### config.mk
export PLATFORM = sky130hd
export DESIGN_NAME = seq_divider
export DESIGN_NICKNAME = d
export VERILOG_FILES = /design/src/rtl/dds_arith_pkg.sv /design/src/rtl/seq_divider_div_step.sv /design/src/rtl/seq_divider.sv
export SDC_FILE = /design/constraint.sdc
export NUM_CORES = 1
export LEC_CHECK = 0
export BUFFER_PORTS_ARGS = -buffer_cell sky130_fd_sc_hd__buf_2
export CAP_MARGIN = 15
export CORE_MARGIN = 1.5
export CORE_UTILIZATION = 60
export DETAILED_ROUTE_END_ITERATION = 12
export GPL_TIMING_DRIVEN = 0
export PLACE_DENSITY = 0.92
export SYNTH_ARGS = -nofsm -noshare
export SYNTH_HDL_FRONTEND = slang
export SYNTH_SLANG_ARGS = --single-unit
### constraint.sdc
create_clock -name clk -period 4.3 [get_ports clk]
set_input_delay 0.645 -clock clk [delete_from_list [all_inputs] [get_ports clk]]
set_output_delay 0.645 -clock clk [all_outputs]
set_load 0.005 [all_outputs]
### src/rtl/dds_arith_pkg.sv
// Shared arithmetic definitions for the DDS datapath: default operand width,
// divider state encoding and the divider iteration-counter width.
package dds_arith_pkg;

  // Default operand width, shared by the shift-add multiplier and the divider.
  localparam int DDS_M = 12;

  // Divider control states.
  typedef enum logic [1:0] {
    IDLE = 2'b00,
    CALC = 2'b01,
    DONE = 2'b10
  } div_state_e;

  // Iteration counter width: must hold the values 0..width.
  function automatic int div_cnt_w(input int width);
    return $clog2(width) + 1;
  endfunction

  localparam int DIV_CNT_W = div_cnt_w(DDS_M);

endpackage

### src/rtl/seq_divider_div_step.sv
// One combinational restoring-division step: shift the next dividend bit into
// the partial remainder and subtract the divisor when it fits.
module div_step #(
  parameter int m = 12
) (
  input  logic [m:0]   r_i,      // partial remainder, r_i < {0,d_i}
  input  logic         q_msb_i,  // next dividend bit shifted in
  input  logic [m-1:0] d_i,      // divisor
  output logic [m:0]   r_o,      // new partial remainder
  output logic         qbit_o    // quotient bit produced by this step
);

  logic [m:0] t;

  // Shift, compare, conditionally subtract. r_i[m] stays 0 while the
  // remainder is below the divisor; should it ever be set, the shifted value
  // is certainly >= divisor, so it simply forces the subtract.
  always_comb begin
    t      = {r_i[m-1:0], q_msb_i};
    qbit_o = r_i[m] | (t >= {1'b0, d_i});
    r_o    = qbit_o ? (t - {1'b0, d_i}) : t;
  end

endmodule

### src/rtl/seq_divider.sv
// Sequential restoring divider: 2m-bit dividend / m-bit divisor, one quotient
// bit per clock, start/done handshake.
//
// Handshake: start is sampled only in IDLE; the accepting edge raises busy.
// busy falls on the same edge that raises done. done is a one-cycle pulse,
// and quotient/remainder/div_zero/overflow are valid while done is high and
// hold until the next result or reset. A start seen while done is high is
// accepted, because the controller is already back in IDLE.
module seq_divider
  import dds_arith_pkg::*;
#(
  parameter int m = DDS_M
) (
  input  logic           clk,
  input  logic           rst,
  input  logic           start,
  input  logic [2*m-1:0] dividend,
  input  logic [m-1:0]   divisor,
  output logic           busy,
  output logic           done,
  output logic [m-1:0]   quotient,
  output logic [m-1:0]   remainder,
  output logic           div_zero,
  output logic           overflow,
  output logic [1:0]     dbg_state
);

  localparam int CW = div_cnt_w(m);

  div_state_e    state_q, state_d;
  logic [m-1:0]  d_q, d_d;
  logic [m:0]    r_q, r_d;
  logic [m-1:0]  q_q, q_d;
  logic [CW-1:0] cnt_q, cnt_d;
  logic          dz_pend_q, dz_pend_d;
  logic          ov_pend_q, ov_pend_d;
  logic          busy_q, busy_d;
  logic          done_q, done_d;
  logic [m-1:0]  quot_q, quot_d;
  logic [m-1:0]  rem_q, rem_d;
  logic          div_zero_q, div_zero_d;
  logic          overflow_q, overflow_d;

  logic [m:0]    step_r;
  logic          step_qbit;
  logic [m-1:0]  dvd_hi;

  assign dvd_hi = dividend[2*m-1:m];

  div_step #(.m(m)) u_step (
    .r_i     (r_q),
    .q_msb_i (q_q[m-1]),
    .d_i     (d_q),
    .r_o     (step_r),
    .qbit_o  (step_qbit)
  );

  // State and datapath registers; synchronous reset wins over everything.
  always_ff @(posedge clk) begin
    if (rst) begin
      state_q    <= IDLE;
      d_q        <= '0;
      r_q        <= '0;
      q_q        <= '0;
      cnt_q      <= '0;
      dz_pend_q  <= 1'b0;
      ov_pend_q  <= 1'b0;
      busy_q     <= 1'b0;
      done_q     <= 1'b0;
      quot_q     <= '0;
      rem_q      <= '0;
      div_zero_q <= 1'b0;
      overflow_q <= 1'b0;
    end else begin
      state_q    <= state_d;
      d_q        <= d_d;
      r_q        <= r_d;
      q_q        <= q_d;
      cnt_q      <= cnt_d;
      dz_pend_q  <= dz_pend_d;
      ov_pend_q  <= ov_pend_d;
      busy_q     <= busy_d;
      done_q     <= done_d;
      quot_q     <= quot_d;
      rem_q      <= rem_d;
      div_zero_q <= div_zero_d;
      overflow_q <= overflow_d;
    end
  end

  // Next-state and datapath update; everything holds unless a state changes it.
  always_comb begin
    state_d    = state_q;
    d_d        = d_q;
    r_d        = r_q;
    q_d        = q_q;
    cnt_d      = cnt_q;
    dz_pend_d  = dz_pend_q;
    ov_pend_d  = ov_pend_q;
    busy_d     = busy_q;
    done_d     = 1'b0;
    quot_d     = quot_q;
    rem_d      = rem_q;
    div_zero_d = div_zero_q;
    overflow_d = overflow_q;

    unique case (state_q)
      IDLE: begin
        if (start) begin
          d_d       = divisor;
          r_d       = {1'b0, dvd_hi};
          q_d       = dividend[m-1:0];
          cnt_d     = '0;
          busy_d    = 1'b1;
          dz_pend_d = (divisor == '0);
          // Quotient fits in m bits only when the upper half is below the divisor.
          ov_pend_d = (divisor != '0) && (dvd_hi >= divisor);
          if ((divisor == '0) || (dvd_hi >= divisor)) begin
            state_d = DONE;
          end else begin
            state_d = CALC;
          end
        end
      end

      CALC: begin
        r_d   = step_r;
        q_d   = {q_q[m-2:0], step_qbit};
        cnt_d = cnt_q + CW'(1);
        if (cnt_q == CW'(m - 1)) begin
          state_d = DONE;
        end
      end

      DONE: begin
        done_d     = 1'b1;
        busy_d     = 1'b0;
        div_zero_d = dz_pend_q;
        overflow_d = ov_pend_q;
        if (dz_pend_q) begin
          // Q still holds the untouched low dividend half.
          quot_d = '1;
          rem_d  = q_q;
        end else if (ov_pend_q) begin
          quot_d = '1;
          rem_d  = '0;
        end else begin
          quot_d = q_q;
          rem_d  = r_q[m-1:0];
        end
        state_d = IDLE;
      end

      default: begin
        state_d = IDLE;
      end
    endcase
  end

  assign busy      = busy_q;
  assign done      = done_q;
  assign quotient  = quot_q;
  assign remainder = rem_q;
  assign div_zero  = div_zero_q;
  assign overflow  = overflow_q;
  assign dbg_state = state_q;

endmodule

# Word-level counts from Yosys, hierarchy flattened
# Index checks and enable logic that the tools add are counted.
[totals]
elab_cells = 52
latch_bits = 0
in_bits = 39
rom_bits = 0
regBits = 74
out_inout_bits = 30
memories = 0
mem_bits_rw = 0
[classes]
n_addsub = 2
div = 0
n_reduce_logical = 11
n_mux = 18
n_mul = 0
n_shift = 0
eq_ne = 5
bitwise = 1
magnitude_cmp = 2
[ops]
columns = ["op", "count"]
rows = [
  ["12-bit two-way mux", 5],
  ["13-bit two-way mux", 2],
  ["13-bit one-hot mux with 2 select lines", 1],
  ["12-bit one-hot mux with 2 select lines", 1],
  ["13-bit by 12-bit greater-or-equal comparator with 1-bit output", 1],
  ["13-bit by 12-bit subtractor with 13-bit output", 1],
  ["12-bit greater-or-equal comparator", 1],
  ["12-bit zero test", 1],
  ["12-bit nonzero test", 1],
  ["5-bit one-hot mux with 2 select lines", 1],
  ["2-bit AND reduction", 4],
  ["2-bit two-way mux", 3],
  ["5-bit by 1-bit adder with 5-bit output, second input constant", 1],
  ["5-bit by 4-bit == test with 1-bit output, second input constant", 1],
  ["5-bit two-way mux", 1],
  ["2-bit != test, second input constant", 2],
  ["2-bit one-hot mux with 2 select lines", 1],
  ["2-bit nonzero test", 2],
  ["2-bit by 1-bit == test with 1-bit output, second input constant", 1],
  ["2-bit == test, second input constant", 1],
  ["2-bit zero test", 1],
  ["1-bit two-way mux", 2],
  ["1-bit one-hot mux with 2 select lines", 1],
  ["1-bit logical AND", 1],
  ["other kinds (2)", 2],
]

# Logic depth before layout (Yosys ltp)
[depth]
depth_word = 5
mapped_depth = 10

# Hierarchy
# Synthesis repeated with hierarchy kept, for this count alone.
[unflattened]
hier_cells = 492
hier_area_um2 = 4021.4
[modules_own_cells]
columns = ["module", "instances", "area_per_inst_um2", "cells_per_inst"]
rows = [
  ["seq_divider", 1, 3163.0, 381],
  ["div_step", 1, 858.3, 111],
]

# Least setup slack after synthesis
# No wires, ideal clock.
[synth_path]
path_kind = "register to register"
startpoint = "register d_q[1]"
endpoint = "register r_q[6]"
stages_incl_launch_ff = 10
path_slack_ns = 1.926
setup_ns = 0.091
t_arrival_ns = 2.283
cell_sequence = "dfxtp_1 inv_1 ha_1 nor2b_2 o2111ai_2 a2111oi_2 nor3_2 buf_6 or3_1 a311oi_1"
[synth_between]
elab_chain_cells = 4
[synth_lines]
columns = ["element", "line", "source"]
rows = [
  ["start, declared", "seq_divider.sv:31", "logic [m-1:0] d_q, d_d;"],
  ["start signal, assigned", "seq_divider.sv:62", "d_q <= '0;"],
  ["start signal, assigned", "seq_divider.sv:76", "d_q <= d_d;"],
  ["13-bit by 12-bit greater-or-equal comparator with 1-bit output", "seq_divider_div_step.sv:20", "qbit_o = r_i[m] | (t >= {1'b0, d_i});"],
  ["1-bit bitwise OR", "seq_divider_div_step.sv:20", ""],
  ["13-bit two-way mux (*)", "seq_divider_div_step.sv:21", "r_o = qbit_o ? (t - {1'b0, d_i}) : t;"],
  ["13-bit one-hot mux with 2 select lines (*)", "seq_divider.sv:107", "unique case (state_q)"],
  ["end signal, assigned", "seq_divider.sv:77", "r_q <= r_d;"],
  ["end, declared", "seq_divider.sv:32", "logic [m:0] r_q, r_d;"],
]
# Every way passes the cells marked *; elsewhere a longest branch is shown, timed or not.
# A chain may end at the register's enable or synchronous reset.

# Worst setup path after layout
[layout_path]
startpoint = "register d_q[10]"
endpoint = "register r_q[0]"
[layout_between]
elab_chain_cells = 4
[layout_lines]
columns = ["element", "line"]
rows = [
  ["13-bit by 12-bit greater-or-equal comparator with 1-bit output", "seq_divider_div_step.sv:20"],
  ["1-bit bitwise OR", "seq_divider_div_step.sv:20"],
  ["13-bit two-way mux", "seq_divider_div_step.sv:21"],
  ["13-bit one-hot mux with 2 select lines", "seq_divider.sv:107"],
]
# No other way between the ends.

==> qor.txt <==
register area -> 1480 µm²
crit path DAT -> 3.16 ns
Slew @ Worst Pin -> 0.779 ns
Sum Neg Setup Slack -> 0 ns
multi-input logic area -> 2270 µm²
Rows -> 29
area growth from synthesis to layout -> 16.0%
Hold WC Path Type -> flop to flop
layout cells sized above 1 -> 16.7%
cells resized by post-CTS repair -> 0
top cells by count, synth -> nand2_1 (109), dfxtp_1 (74), nor2_1 (39)
wire per inst -> 16.8 µm
Startpoint Class -> flop
DRC Markers -> 0
Detailed Place HPWL -> 8.64 mm
Synth Flop Type -> dfxtp_1
area leader, netlist -> dfxtp_1
synthesis warning total -> 0
first-pass GRT wire length -> 18.4 mm
initial antenna violation count -> 0
dominant cell by count in the synthesized netlist -> nand2_1
CP Data Required Time -> 4.57 ns
Worst Skew -> 0.00729 ns
Distinct cells, synth -> 54
Routed WL -> 11.2 mm
Slew Viols, Final -> 0
EDFF count, synth -> 0
TritonCTS Buffers -> 9
Area after DPL -> 4410 µm²
cell area after layout -> 4610 µm²
min Tclk post-route -> 2.89 ns
clk slew on worst S/H paths -> 0.08 ns
# diodes -> 0
Seq/Total Area, Yosys -> 37.3%
Clock Sinks -> 74
PwrDens -> 425 nW/µm²
Cells after Synth -> 504
total number of vias -> 4158
Slew headroom -> 47.6%
vias per std cell -> 6.26
clk root buf -> clkbuf_8
Ports -> 69
critical path class -> flop to flop
htree depth -> 3
CTS tree -> done
outcome -> finished clean
gr usage total -> 32.2%
Die X -> 84.4 µm
DR pass1 iterations -> 5
final hold slack -> 0.434 ns
syn_area_per_cell -> 7.88 µm²
final hold vios -> 0
Final nets -> 647
Max-Cap Viols -> 0
die footprint -> 7120 µm²
setup violators final -> 0
Initial Util -> 62.2%
top-area cell type share of the netlist area -> 37.3%
first-iteration detailed-routing DRC count -> 410
VDD IR max -> 250 µV
Lkg Pwr -> 2.09 nW
Peak Freq -> 347 MHz
ranking of synthesized cells by area -> dfxtp_1 (37%), nand2_1 (10%), ha_1 (7.9%), a21oi_1 (4.0%), nor2_1 (3.7%)
routability cong. -> 0.948
pin count of the biggest net entering global routing -> 14
RSZ-0062 raised after global routing -> false
Filler Cell Count -> 497
Mapped Area -> 3970 µm²
post-route ant nets -> 0
Port Buffers -> 67
cts hold-fix bufs -> 0
CTS Buffer Depth -> 2
die height -> 84.4 µm
Core Area -> 6390 µm²
Post-synth ARST share -> 0%
overflow left after global routing -> 0
final period utilization -> 67.1%
FF+latch count, synth -> 74
clk_lat worst skew -> 0.36 ns
Synth Net Count -> 569
CP max FO -> 10
vias in the first global route -> 3995
Post-CTS Setup Bufs -> 0
Critical Path Sink Type -> flop
## per-stage QoR
step / cells / utilization (%) / total power, mW / worst slack [ns]
2_1_floorplan: 504 / - / 1.23 / 1.93
3_3_place_gp: 648 / 69.0 / 1.37 / 1.51
3_5_place_dp: 648 / 69.0 / 1.40 / 1.53
4_1_cts: 664 / 72.2 / 1.94 / 1.48
5_1_grt: 664 / 72.2 / 2.06 / 1.29
6_report: 664 / 72.2 / 1.96 / 1.41
## cell usage in the layout (no fill, tap or decap), types with 5 or more instances in the layout
master and instances:
or3_1 10, a22oi_1 13, a221oi_1 12, buf_2 68, dfxtp_1 74, a211oi_1 12, nand3_1 9, inv_1 29
a21oi_1 32, ha_1 25, clkbuf_8 10, nand2_1 109, nor4_1 5, a311oi_1 11, o21ai_0 21, nor2_1 39
clkbuf_1 24, a21o_1 9, nor2b_1 5
## per-layer routing
metal  global-route usage, %  share of wire, %  up-vias
li1                        -                 -     1962
met1                    40.1                39     1882
met2                    53.7                46      258
met3                    5.70                11       56
met4                    16.1               4.3        0
met5                       0                 0        -
## critical path, cell delays in order, from the launching register on
cell and delay (ns):
dfxtp_1 0.34, inv_1 0.06, ha_1 0.35, a21o_1 0.22, a2111oi_2 0.42, o41ai_2 0.20
nor4_1 0.51, buf_2 0.31, a221oi_1 0.12, a221oi_1 0.27
## area by class of cell
cell class              count  share of cell area, %
clock buffers              10                   2.99
repair buffers             67                   7.28
clock inverters             6                   1.41
well taps                  77                   2.09
flip-flops and latches     74                   32.1
inverters                  29                   2.36
plain buffers              27                   2.47
multi-input cells         374                   49.3
## final timing paths
check / start / end / slack (ns) / cells past startpoint
worst min-delay path: quotient[3] / quotient[3] / 0.43 / 2
worst min register to register: quotient[3] / quotient[3] / 0.43 / 2
worst max register to register: d_q[10] / r_q[0] / 1.41 / 9
worst max-delay path: d_q[10] / r_q[0] / 1.41 / 9
## power by group
part	internal, mW	switching [mW]	total (mW)
Sequential	0.744	0.0659	0.810
Clock	0.284	0.265	0.550
Combinational	0.236	0.363	0.600
Total	1.26	0.695	1.96
## state kept, by name, indices dropped and copies added (netlist names)
register   flops
r_q           13
dbg_state      2
busy           1
dz_pend_q      1
done           1
quotient      12
overflow       1
q_q           12
cnt_q          5
ov_pend_q      1
div_zero       1
d_q           12
remainder     12
## kinds of logic after synthesis
logic type,count (synthesis),synth area share (%)
AOI/OAI and AO/OA,137,24.1
DFF,74,37.3
muxes,2,0.535
and+or+nand+nor,206,23.5
xor gates and xnor gates,3,0.661
adders and majority gates,26,8.38
buffers and inverters,56,5.60
(Power assumes the default switching activity.)
